$ cat src/rtl/mem_access_unit.sv
// MEM stage with internal data memory, byte/half/word stores, extended loads, misalignment trap and MEM/WB register.
// Latency 1 except aligned loads (RD_LAT); o_stall holds upstream while a multi-cycle load is outstanding.
module mem_access_unit #(
    parameter int ADDR_W = 5,
    parameter int RD_LAT = 1
) (
    input  logic              i_clk,
    input  logic              i_reset,
    input  logic              i_valid,
    input  logic [31:0]       i_alu_result,
    input  logic [31:0]       i_store_data,
    input  logic              i_mem_write,
    input  logic              i_mem_read,
    input  logic [1:0]        i_bhw,
    input  logic              i_unsigned,
    input  logic [ADDR_W-1:0] i_debug_addr,
    output logic [31:0]       o_debug_mem,
    output logic              o_stall,
    output logic              o_valid,
    output logic [31:0]       o_alu_result,
    output logic [31:0]       o_read_data,
    output logic              o_misaligned
);
    localparam int DEPTH = 2 ** ADDR_W;
    localparam logic [2:0] LAST_CNT = 3'(RD_LAT - 1);

    typedef enum logic {ST_IDLE, ST_WAIT} state_t;

    state_t      state_q, state_d;
    logic [2:0]  cnt_q, cnt_d;
    logic        valid_q, valid_d;
    logic [31:0] alu_q, alu_d;
    logic [31:0] rdata_q, rdata_d;
    logic        mis_q, mis_d;
    logic [31:0] lword_q, lword_d;
    logic [1:0]  loff_q, loff_d;
    logic [1:0]  lbhw_q, lbhw_d;
    logic        luns_q, luns_d;

    logic [31:0] mem_q [DEPTH];

    logic [ADDR_W-1:0] widx;
    logic [1:0]        off;
    logic              is_store, is_load, size_half, size_word, misaligned, mem_wen;
    logic [31:0]       mem_word, wr_word;

    function automatic logic [31:0] extend_load(input logic [31:0] word, input logic [1:0] ofs,
                                                input logic [1:0] bhw, input logic uns);
        logic [7:0]  b;
        logic [15:0] h;
        b = word[{ofs, 3'b000} +: 8];
        h = word[{ofs[1], 4'b0000} +: 16];
        case (bhw)
            2'b00:   extend_load = {{24{b[7] & ~uns}}, b};
            2'b01:   extend_load = {{16{h[15] & ~uns}}, h};
            default: extend_load = word;
        endcase
    endfunction

    assign widx      = i_alu_result[ADDR_W+1:2];
    assign off       = i_alu_result[1:0];
    assign is_store  = i_mem_write;
    assign is_load   = i_mem_read & ~i_mem_write;
    assign size_half = (i_bhw == 2'b01);
    assign size_word = i_bhw[1];
    assign misaligned = (is_store | is_load) &
                        ((size_half & off[0]) | (size_word & (off != 2'b00)));
    assign mem_word  = mem_q[widx];

    // Merge store lanes into the current word so untouched lanes keep their value.
    always_comb begin
        wr_word = mem_word;
        case (i_bhw)
            2'b00:   wr_word[{off, 3'b000} +: 8]     = i_store_data[7:0];
            2'b01:   wr_word[{off[1], 4'b0000} +: 16] = i_store_data[15:0];
            default: wr_word = i_store_data;
        endcase
    end

    always_comb begin
        state_d = state_q;
        cnt_d   = cnt_q;
        valid_d = 1'b0;
        alu_d   = alu_q;
        rdata_d = rdata_q;
        mis_d   = mis_q;
        lword_d = lword_q;
        loff_d  = loff_q;
        lbhw_d  = lbhw_q;
        luns_d  = luns_q;
        mem_wen = 1'b0;
        o_stall = 1'b0;
        case (state_q)
            ST_IDLE: begin
                if (i_valid) begin
                    if (is_load && !misaligned && (RD_LAT > 1)) begin
                        o_stall = 1'b1;
                        state_d = ST_WAIT;
                        cnt_d   = 3'd1;
                        lword_d = mem_word;
                        loff_d  = off;
                        lbhw_d  = i_bhw;
                        luns_d  = i_unsigned;
                    end else begin
                        valid_d = 1'b1;
                        alu_d   = i_alu_result;
                        mis_d   = misaligned;
                        rdata_d = (is_load && !misaligned) ?
                                  extend_load(mem_word, off, i_bhw, i_unsigned) : 32'd0;
                        mem_wen = is_store && !misaligned;
                    end
                end
            end
            ST_WAIT: begin
                // Upstream is released on the last wait cycle so the next op lines up with o_valid.
                if (cnt_q == LAST_CNT) begin
                    valid_d = 1'b1;
                    alu_d   = i_alu_result;
                    mis_d   = 1'b0;
                    rdata_d = extend_load(lword_q, loff_q, lbhw_q, luns_q);
                    state_d = ST_IDLE;
                    cnt_d   = 3'd0;
                end else begin
                    o_stall = 1'b1;
                    cnt_d   = cnt_q + 3'd1;
                end
            end
            default: begin
                state_d = ST_IDLE;
                cnt_d   = 3'd0;
            end
        endcase
    end

    always_ff @(posedge i_clk or posedge i_reset) begin
        if (i_reset) begin
            state_q <= ST_IDLE;
            cnt_q   <= 3'd0;
            valid_q <= 1'b0;
            alu_q   <= 32'd0;
            rdata_q <= 32'd0;
            mis_q   <= 1'b0;
            lword_q <= 32'd0;
            loff_q  <= 2'd0;
            lbhw_q  <= 2'd0;
            luns_q  <= 1'b0;
        end else begin
            state_q <= state_d;
            cnt_q   <= cnt_d;
            valid_q <= valid_d;
            alu_q   <= alu_d;
            rdata_q <= rdata_d;
            mis_q   <= mis_d;
            lword_q <= lword_d;
            loff_q  <= loff_d;
            lbhw_q  <= lbhw_d;
            luns_q  <= luns_d;
        end
    end

    always_ff @(posedge i_clk) begin
        if (mem_wen) begin
            mem_q[widx] <= wr_word;
        end
    end

    assign o_debug_mem  = mem_q[i_debug_addr];
    assign o_valid      = valid_q;
    assign o_alu_result = alu_q;
    assign o_read_data  = rdata_q;
    assign o_misaligned = mis_q;
endmodule

$ cat config.mk
export PLATFORM = sky130hd
export DESIGN_NAME = mem_access_unit
export DESIGN_NICKNAME = d
export VERILOG_FILES = /design/src/rtl/mem_access_unit.sv
export SDC_FILE = /design/constraint.sdc
export NUM_CORES = 1
export LEC_CHECK = 0
export CAP_MARGIN = 5
export CORE_ASPECT_RATIO = 1.4
export CORE_MARGIN = 2
export CORE_UTILIZATION = 40
export DETAILED_ROUTE_END_ITERATION = 6
export GPL_ROUTABILITY_DRIVEN = 1
export SLEW_MARGIN = 40
export SYNTH_ARGS = -nofsm -noshare
export SYNTH_HDL_FRONTEND = slang
export SYNTH_SLANG_ARGS = --single-unit
$ cat constraint.sdc
create_clock -name i_clk -period 3.5 [get_ports i_clk]
set_clock_uncertainty 0.1 [all_clocks]
set_input_delay 0.7 -clock i_clk [delete_from_list [all_inputs] [get_ports i_clk]]
set_output_delay 0.7 -clock i_clk [all_outputs]
set_load 0.005 [all_outputs]
# Word-level counts from Yosys, hierarchy flattened

Memory sizes are Yosys's and may differ from the RTL's.
Cells that the tools add are included.

Output and inout port bits: 99
Memory bits (writable): 1,024
Bits of input ports: 77
Flip-flop bits (word level): 70
Word-level logic and storage cells: 61
Memories kept: 1

Add/subtract/negate cells: 3
Mux-type cells: 24
Shifts and indexed selects: 6
Reduce and logical (&&, ||, !) cells: 7
Eq/ne operators: 3
Bitwise operators: 11

Memory list:

| memory | words | width | read ports | clocked after Yosys merged registers in | write ports | RTL line | text |
|---|---|---|---|---|---|---|---|
| mem_q  | 32    | 32    | 2          | 0                                       | 1           | 40       | `logic [31:0] mem_q [DEPTH];` |

Operator list:

| kind                                                                    | number |
|---|---|
| 32-bit case mux with 2 select lines                                     | 4 |
| 32-bit 2-to-1 mux                                                       | 5 |
| 32-bit bitwise mux                                                      | 2 |
| 16-bit by 7-bit variable shift with 32-bit output, first input constant | 1 |
| 8-bit by 7-bit variable shift with 32-bit output, first input constant  | 1 |
| 16-bit by 7-bit variable part select with 32-bit output                 | 1 |
| 32-bit by 6-bit variable part select with 16-bit output                 | 1 |
| 32-bit by 6-bit variable part select with 8-bit output                  | 1 |
| 8-bit by 7-bit variable part select with 32-bit output                  | 1 |
| 5-bit negator with 7-bit output                                         | 2 |
| 1-bit 2-to-1 mux                                                        | 10 |
| 1-bit AND                                                               | 6 |
| 1-bit case mux with 2 select lines                                      | 2 |
| 3-bit by 1-bit adder with 3-bit output, second input constant           | 1 |
| 3-bit zero test                                                         | 1 |
| 3-bit 2-to-1 mux                                                        | 1 |
| 1-bit inverter                                                          | 3 |
| 2-bit by 1-bit == test with 1-bit output, second input constant         | 1 |
| 1-bit logical AND                                                       | 2 |
| 2-bit zero test                                                         | 1 |
| 2-bit by 1-bit != test with 1-bit output, second input constant         | 1 |
| 2-bit != test, second input constant                                    | 1 |
| 1-bit OR                                                                | 2 |
| 2-bit AND reduction                                                     | 1 |
| 2 further kinds                                                         | 2 |

# Logic depth before layout (Yosys ltp)

Gate-level depths: netlist (run 1).

Depth in word-level cells: 10
Depth in mapped cells: 14
Mapped depth without buffers: 8

# Least setup slack after synthesis (run 1)

OpenSTA, ideal clock, no wires.

Path kind: input port to flip-flop
Start point: input i_alu_result[1]
End point: memory mem_q[4][0], enable pin
Path buffers: 3
Path slack: -1,142 ps
Stages on the path: 10
Arrival time: 4,121 ps
Data required time: 2,979 ps
Setup time: 421 ps
Cell sequence: clkbuf_1 -> clkinv_1 -> buf_1 -> ha_1 -> o21ai_0 -> nor3b_1 -> nand2_1 -> or3_1 -> clkbuf_1 -> nor2_1

Word-level cells in the longest chain between the ends: 10

Ends and longest elaborated chain:

| item                                   | RTL line | text |
|---|---|---|
| start, declared                        | 10       | `input logic [31:0] i_alu_result,` |
| 2-bit nonzero test                     | 67       | `((size_half & off[0]) \| (size_word & (off != 2'b00)));` |
| 1-bit AND                              | 67       |  |
| 1-bit OR                               | 67       |  |
| 1-bit AND                              | 66       | `assign misaligned = (is_store \| is_load) &` |
| 1-bit zero test                        | 110      | `mem_wen = is_store && !misaligned;` |
| 1-bit logical AND                      | 110      |  |
| 1-bit 2-to-1 mux                       | 95       | `if (i_valid) begin` |
| 1-bit 2-to-1 mux                       | 93       | `case (state_q)` |
| 1-bit 2-to-1 mux                       | 162      | `if (mem_wen) begin` |
| 1-bit 2-to-1 mux (not written as such) | 163      | `mem_q[widx] <= wr_word;` |
| end, declared                          | 40       |  |

Every way passes these cells.

# Worst setup path after layout (run 1)

Start point: input i_debug_addr[0]
End point: output o_debug_mem[17]

Word-level cells in the longest chain between the ends: 1

Ends and longest elaborated chain:

| item                    | RTL line | text |
|---|---|---|
| start, declared         | 16       | `input logic [ADDR_W-1:0] i_debug_addr,` |
| memory read 32 x 32 bit | --       |  |
| end, declared           | 17       | `output logic [31:0] o_debug_mem,` |

Every way passes these cells.

==> qor.yml, run 1 <==
cts:
  cts_sinks: 1094
  root_buffer: "clkbuf_16"
  cts_made_buffers: 104
  clockBufferDepth: 3
  clkTransAtPathRegs_ps: 60
  cts_htree_levels: 3
  cts_tree: "yes"
  clk_latency_ps: 750
  hold_buffers: 0
worst_setup_path:
  critPathKind: "input port to primary output"
  cp_max_fo: 8
  required_ps: 2700
  path_cells: "buf_16 -> buf_16 -> buf_12 -> buf_16 -> buf_12 -> mux4_2 -> mux4_2 -> mux2_4 -> buf_6"
  arrival_ps: 2850
  crit_path_start_kind: "input port"
  max_stage_delay_ps: 500
  cp_slowest_cell: "mux4_2"
  cp-end-kind: "primary output"
  path_common_cell: "buf_16"
placed_design:
  dpl_worst_slack_ps: -797
  gp_congestion: 0.971
  post_dp_cell_area_mm2: 0.0602
  port_buffers: 175
  post-dp-hpwl_um: 135000
power:
  leakage_nw: 23.1
  ir_drop_v: 0.000385
  power.total_mw: 30.2
  p_per_area_mw_per_mm2: 462
status:
  outcome: "complete, but fails checks"
  violations: "negative setup slack"
route:
  vias: 34000
  routedWlPerCell_um: 37.8
  drt_wl_total_um: 197000
  ant_nets: 0
  drt_iter0_markers: 4809
  drcViolationCount: 0
  vias_per_cell: 6.53
  first_pass_iters: 6
timing:
  finalCritPeriodShare: 1.04
  fin_ws_ps: -153
  worst_slew_pin_slew_ps: 762
  fmaxAchievable_ghz: 0.274
  drv_slew: 0
  setup-violations-final: 25
  max-slew-margin-rel: 0.490
  min_period_ps: 3650
  whs_ps: 239
  rsz0062_at_grt: "true"
  hold_violations: 0
hold_path:
  hold_path_class: "input port to async pin"
grt:
  grt-ovfl-total: 0
  antenna_found_initial: 3
  grt_max_degree: 67
  grt_pass1_vias: 34300
  grt_use_total: 0.300
  grt_pass1_wl_um: 271000
die:
  coreArea_mm2: 0.127
  die_area_mm2: 0.131
  pin_count: 176
  dieWidth_um: 306
  die_y_um: 427
  initial_core_util: 0.402
  fp-row-count: 155
yosys:
  synth_flop_cell: "edfxtp_1"
  synth.net_count: 2871
  synth-edff-count: 1024
  synthTopCellsByCount: "edfxtp_1, mux2i_1, mux4_2"
  ys_warn_count: 0
  yosys-top-cells-area: "edfxtp_1, mux4_2, mux2i_1"
  synth-seq-cells: 1094
  avgSynthCellArea_um2: 18.3
  synth.top_cell.area_share: 0.602
  yosys.area.top_type: "edfxtp_1"
  ys_types: 62
  syn_inst: 2787
  synth_area_mm2: 0.0511
  synth.most_common_cell: "edfxtp_1"
  ys_seq_area_frac: 0.636
  ys_async_sr_fraction: 0.0640
final_layout:
  fin_nets: 3550
  area_delta_synth_final_pct: 28.0
  fin_area_mm2: 0.0653
  utilization: 0.514
  drive_gt1_frac: 0.383
job:
  max_cap_viol_count: 0
[routing by layer]
layer,up-vias,track usage,share of wire
li1,13300,-,-
met1,17900,0.370,0.35
met2,2299,0.494,0.48
met3,529,0.0652,0.099
met4,4,0.165,0.064
met5,-,0,0.00014
[power breakdown]
part,total (mW),switching [mW],internal (mW)
clock,11.7,5.21,6.50
combinational,3.81,1.99,1.83
sequential,14.7,0.0635,14.6
[state kept, by name, indices dropped and copies added (netlist names)]
signal,count
o_valid,1
mem_q,1024
cnt_q,3
state_q,1
o_misaligned,1
o_alu_result,32
o_read_data,32
[worst max-delay path: cells and delay by family]
family	cells	cell delay, ps
buffers and inverters	6	790
muxes	3	1310
[stage by stage]
| step | TNS [ps] | instances |
|---|---|---|
| after floorplan | -41560 | 2787 |
| after global placement | -461980 | 4905 |
| after detailed placement | -499550 | 4905 |
| after CTS | -2540 | 5179 |
| after global routing | -2130 | 5203 |
| final | -1410 | 5205 |
[area by class of cell]
class,count,area [um2]
clock inverter,74,762
sequential,1094,32500
multi-input combinational,1455,17900
fill,10100,61700
inverter,23,96.3
clock buffer,121,2750
antenna,2,5.00
timing repair buffer,788,9310
tap,1648,2060
[final timing paths]
kind                                  from  cells past startpoint  slack, ps               end
hold reg to reg               o_misaligned                      2        360      o_misaligned
min in group i_clk            o_misaligned                      2        360      o_misaligned
hold / removal                     i_reset                      2        240  o_alu_result[28]
setup / recovery           i_debug_addr[0]                      9       -150   o_debug_mem[17]
setup reg to reg             mem_q[14][13]                      9        240      mem_q[0][13]
max in group asynchronous          i_reset                      3       2430   o_read_data[29]
[repair_timing]
| action | 4_1_cts | 5_1_grt |
|---|---|---|
| gates cloned | 10 | 4 |
| gates resized for setup | 270 | 33 |
| setup endpoints to repair | 64 | 95 |
| buffers inserted | 71 | 34 |
[cell usage in the layout, fill, tap and decap left out, drive strengths merged, types with 6 or more instances in the layout]
cell type and n:
clkinvlp 10, nand3 6, ha 7, clkinv 49, nor2 46, o22ai 193
mux4 385, dfrtp 70, edfxtp 1024, nand2 58, a21oi 14, a211oi 9
a21o 9, inv 27, bufinv 11, a22oi 40, a222oi 9, nor4 47
o21ai 39, buf 650, clkdlybuf4s50 133, a221oi 15, a221o 17, mux2 70
clkbuf 126, mux2i 405, o211ai 9
[kinds of logic after synthesis]
logic type               count (synthesis)  share of synthesized area
multiplexers                           860                      0.265
AO/OA/AOI/OAI                          376                     0.0505
adder cells (fa/ha/maj)                  7                    0.00172
buffers and inverters                  238                     0.0231
AND/OR/NAND/NOR                        212                     0.0235
flip-flops                            1094                      0.636
No activity file was read; power rests on OpenSTA's default activity.
==> run 2: changes to the inputs <==
clock period = 3.1 ns   (was 3.5 ns; I/O delays follow)
==> qor.yml, run 2 (same netlist as run 1, synthesis figures left out) <==
status:
  outcome: "complete, but fails checks"
  violations: "negative setup slack"
final_layout:
  fillerInstances: 10100
  area_delta_synth_final_pct: 28.4
  utilization: 0.516
  largest_reg_flops: 1024
  fin_nets: 3571
  regMostFlops: "mem_q"
  drive_gt1_frac: 0.386
  final_common_cell: "edfxtp_1"
  layout_common_cells: "edfxtp_1, mux2i_1, mux4_2, buf_4, buf_12"
timing:
  worst_slew_pin_slew_ps: 801
  rsz0062_at_grt: "true"
  setup-violations-final: 41
  drv_slew: 0
  fmaxAchievable_ghz: 0.288
  setup_tns_ps: -8970
  fin_ws_ps: -378
  min_period_ps: 3480
  hold_violations: 0
  finalCritPeriodShare: 1.12
  max-slew-margin-rel: 0.464
  whs_ps: 168
cts:
  cts_tree: "yes"
  clkTransAtPathRegs_ps: 70
  cts_htree_levels: 3
  clk_latency_ps: 760
  cts_sinks: 1094
  cts_made_buffers: 106
  root_buffer: "clkbuf_16"
  clockBufferDepth: 3
route:
  ant_nets: 0
  drt_wl_total_um: 198000
  drt_iter0_markers: 4753
  vias_per_cell: 6.49
  drcViolationCount: 0
  vias: 33900
  first_pass_iters: 6
  routedWlPerCell_um: 38.0
worst_setup_path:
  cp-end-kind: "primary output"
  rr_startpoint: "mem_q[2][15]"
  crit_start: "i_debug_addr[0]"
  arrival_ps: 2760
  critPathKind: "input port to primary output"
  required_ps: 2380
  crit_path_start_kind: "input port"
  cp_max_fo: 6
die:
  initial_core_util: 0.402
  fp-row-count: 155
  die_area_mm2: 0.131
  pin_count: 176
  coreArea_mm2: 0.127
  die_y_um: 427
  dieWidth_um: 306
placed_design:
  post-dp-hpwl_um: 135000
  dpl_worst_slack_ps: -928
  port_buffers: 175
  gp_congestion: 0.977
hold_path:
  hold_path_class: "input port to async pin"
grt:
  grt_pass1_vias: 34700
  antenna_found_initial: 3
  grt_pass1_wl_um: 273000
  grt_max_degree: 50
  grt_use_total: 0.303
  grt-ovfl-total: 0
power:
  power.total_mw: 33.9
  leakage_nw: 23.2
  p_per_area_mw_per_mm2: 516
  ir_drop_v: 0.000397
job:
  max_cap_viol_count: 0
[run 2: cell types whose count changed in the layout (fill, tap and decap cells not counted), sizes merged, moves of 2 or more]
| cell | previous run | this run |
|---|---|---|
| dlygate4sd2 | 0 | 2 |
| inv | 27 | 25 |
| clkbuf | 126 | 136 |
| clkinvlp | 10 | 7 |
| buf | 650 | 666 |
| clkinv | 49 | 45 |
[run 2: what timing repair did]
| action | 4_1_cts | 5_1_grt |
|---|---|---|
| setup endpoints to repair | 351 | 84 |
| buffers inserted | 47 | 16 |
| resized for setup | 261 | 39 |
| cloned | 9 | 2 |
| hold buffers | 0 | 0 |
| pin swaps | 8 | 0 |
[run 2: cell type report]
type | instances | area [um2] | share of cell area
antenna | 1 | 2.50 | 0.0000382
clock buffer | 130 | 2740 | 0.0418
clock inverter | 64 | 663 | 0.0101
inverter | 23 | 92.6 | 0.00141
multi-input combinational | 1455 | 18000 | 0.274
sequential | 1094 | 32500 | 0.496
tap | 1648 | 2060 | 0.0314
timing repair buffer | 807 | 9530 | 0.145
[run 2: metal layers]
metal | global-route usage | share of wire
met5 | 0 | 0.000066
met4 | 0.207 | 0.081
met3 | 0.0499 | 0.090
met2 | 0.502 | 0.48
met1 | 0.364 | 0.35
[run 2: critical path, cell delays in order]
cell and delay (ps):
buf_16 140, buf_16 180, buf_16 160, buf_8 120
buf_6 110, mux4_2 500, mux4_2 490, mux2_4 300
buf_6 120
[run 2: path summary, 6_finish.rpt]
path	end	slack (ps)	cells past startpoint
max in group asynchronous	o_read_data[26]	2100	3
worst max-delay path	o_debug_mem[31]	-380	9
min in group i_clk	o_alu_result[2]	390	3
worst max register to register	o_read_data[18]	150	9
worst min-delay path	o_alu_result[6]	170	2
worst min register to register	o_misaligned	390	2
[run 2: power breakdown]
part / internal, mW / switching, mW / leakage, nW
sequential: 16.5 / 0.0854 / 10.2
clock: 7.16 / 5.86 / 1.64
combinational: 2.06 / 2.22 / 11.4
total: 25.7 / 8.16 / 23.2
[run 2: stage by stage]
step                      cells  area (um2)
after global placement     4968       60900
final                      5222       65600
after detailed placement   4968       60900
after CTS                  5215       65500
after floorplan            2787       51600
after global routing       5222       65600
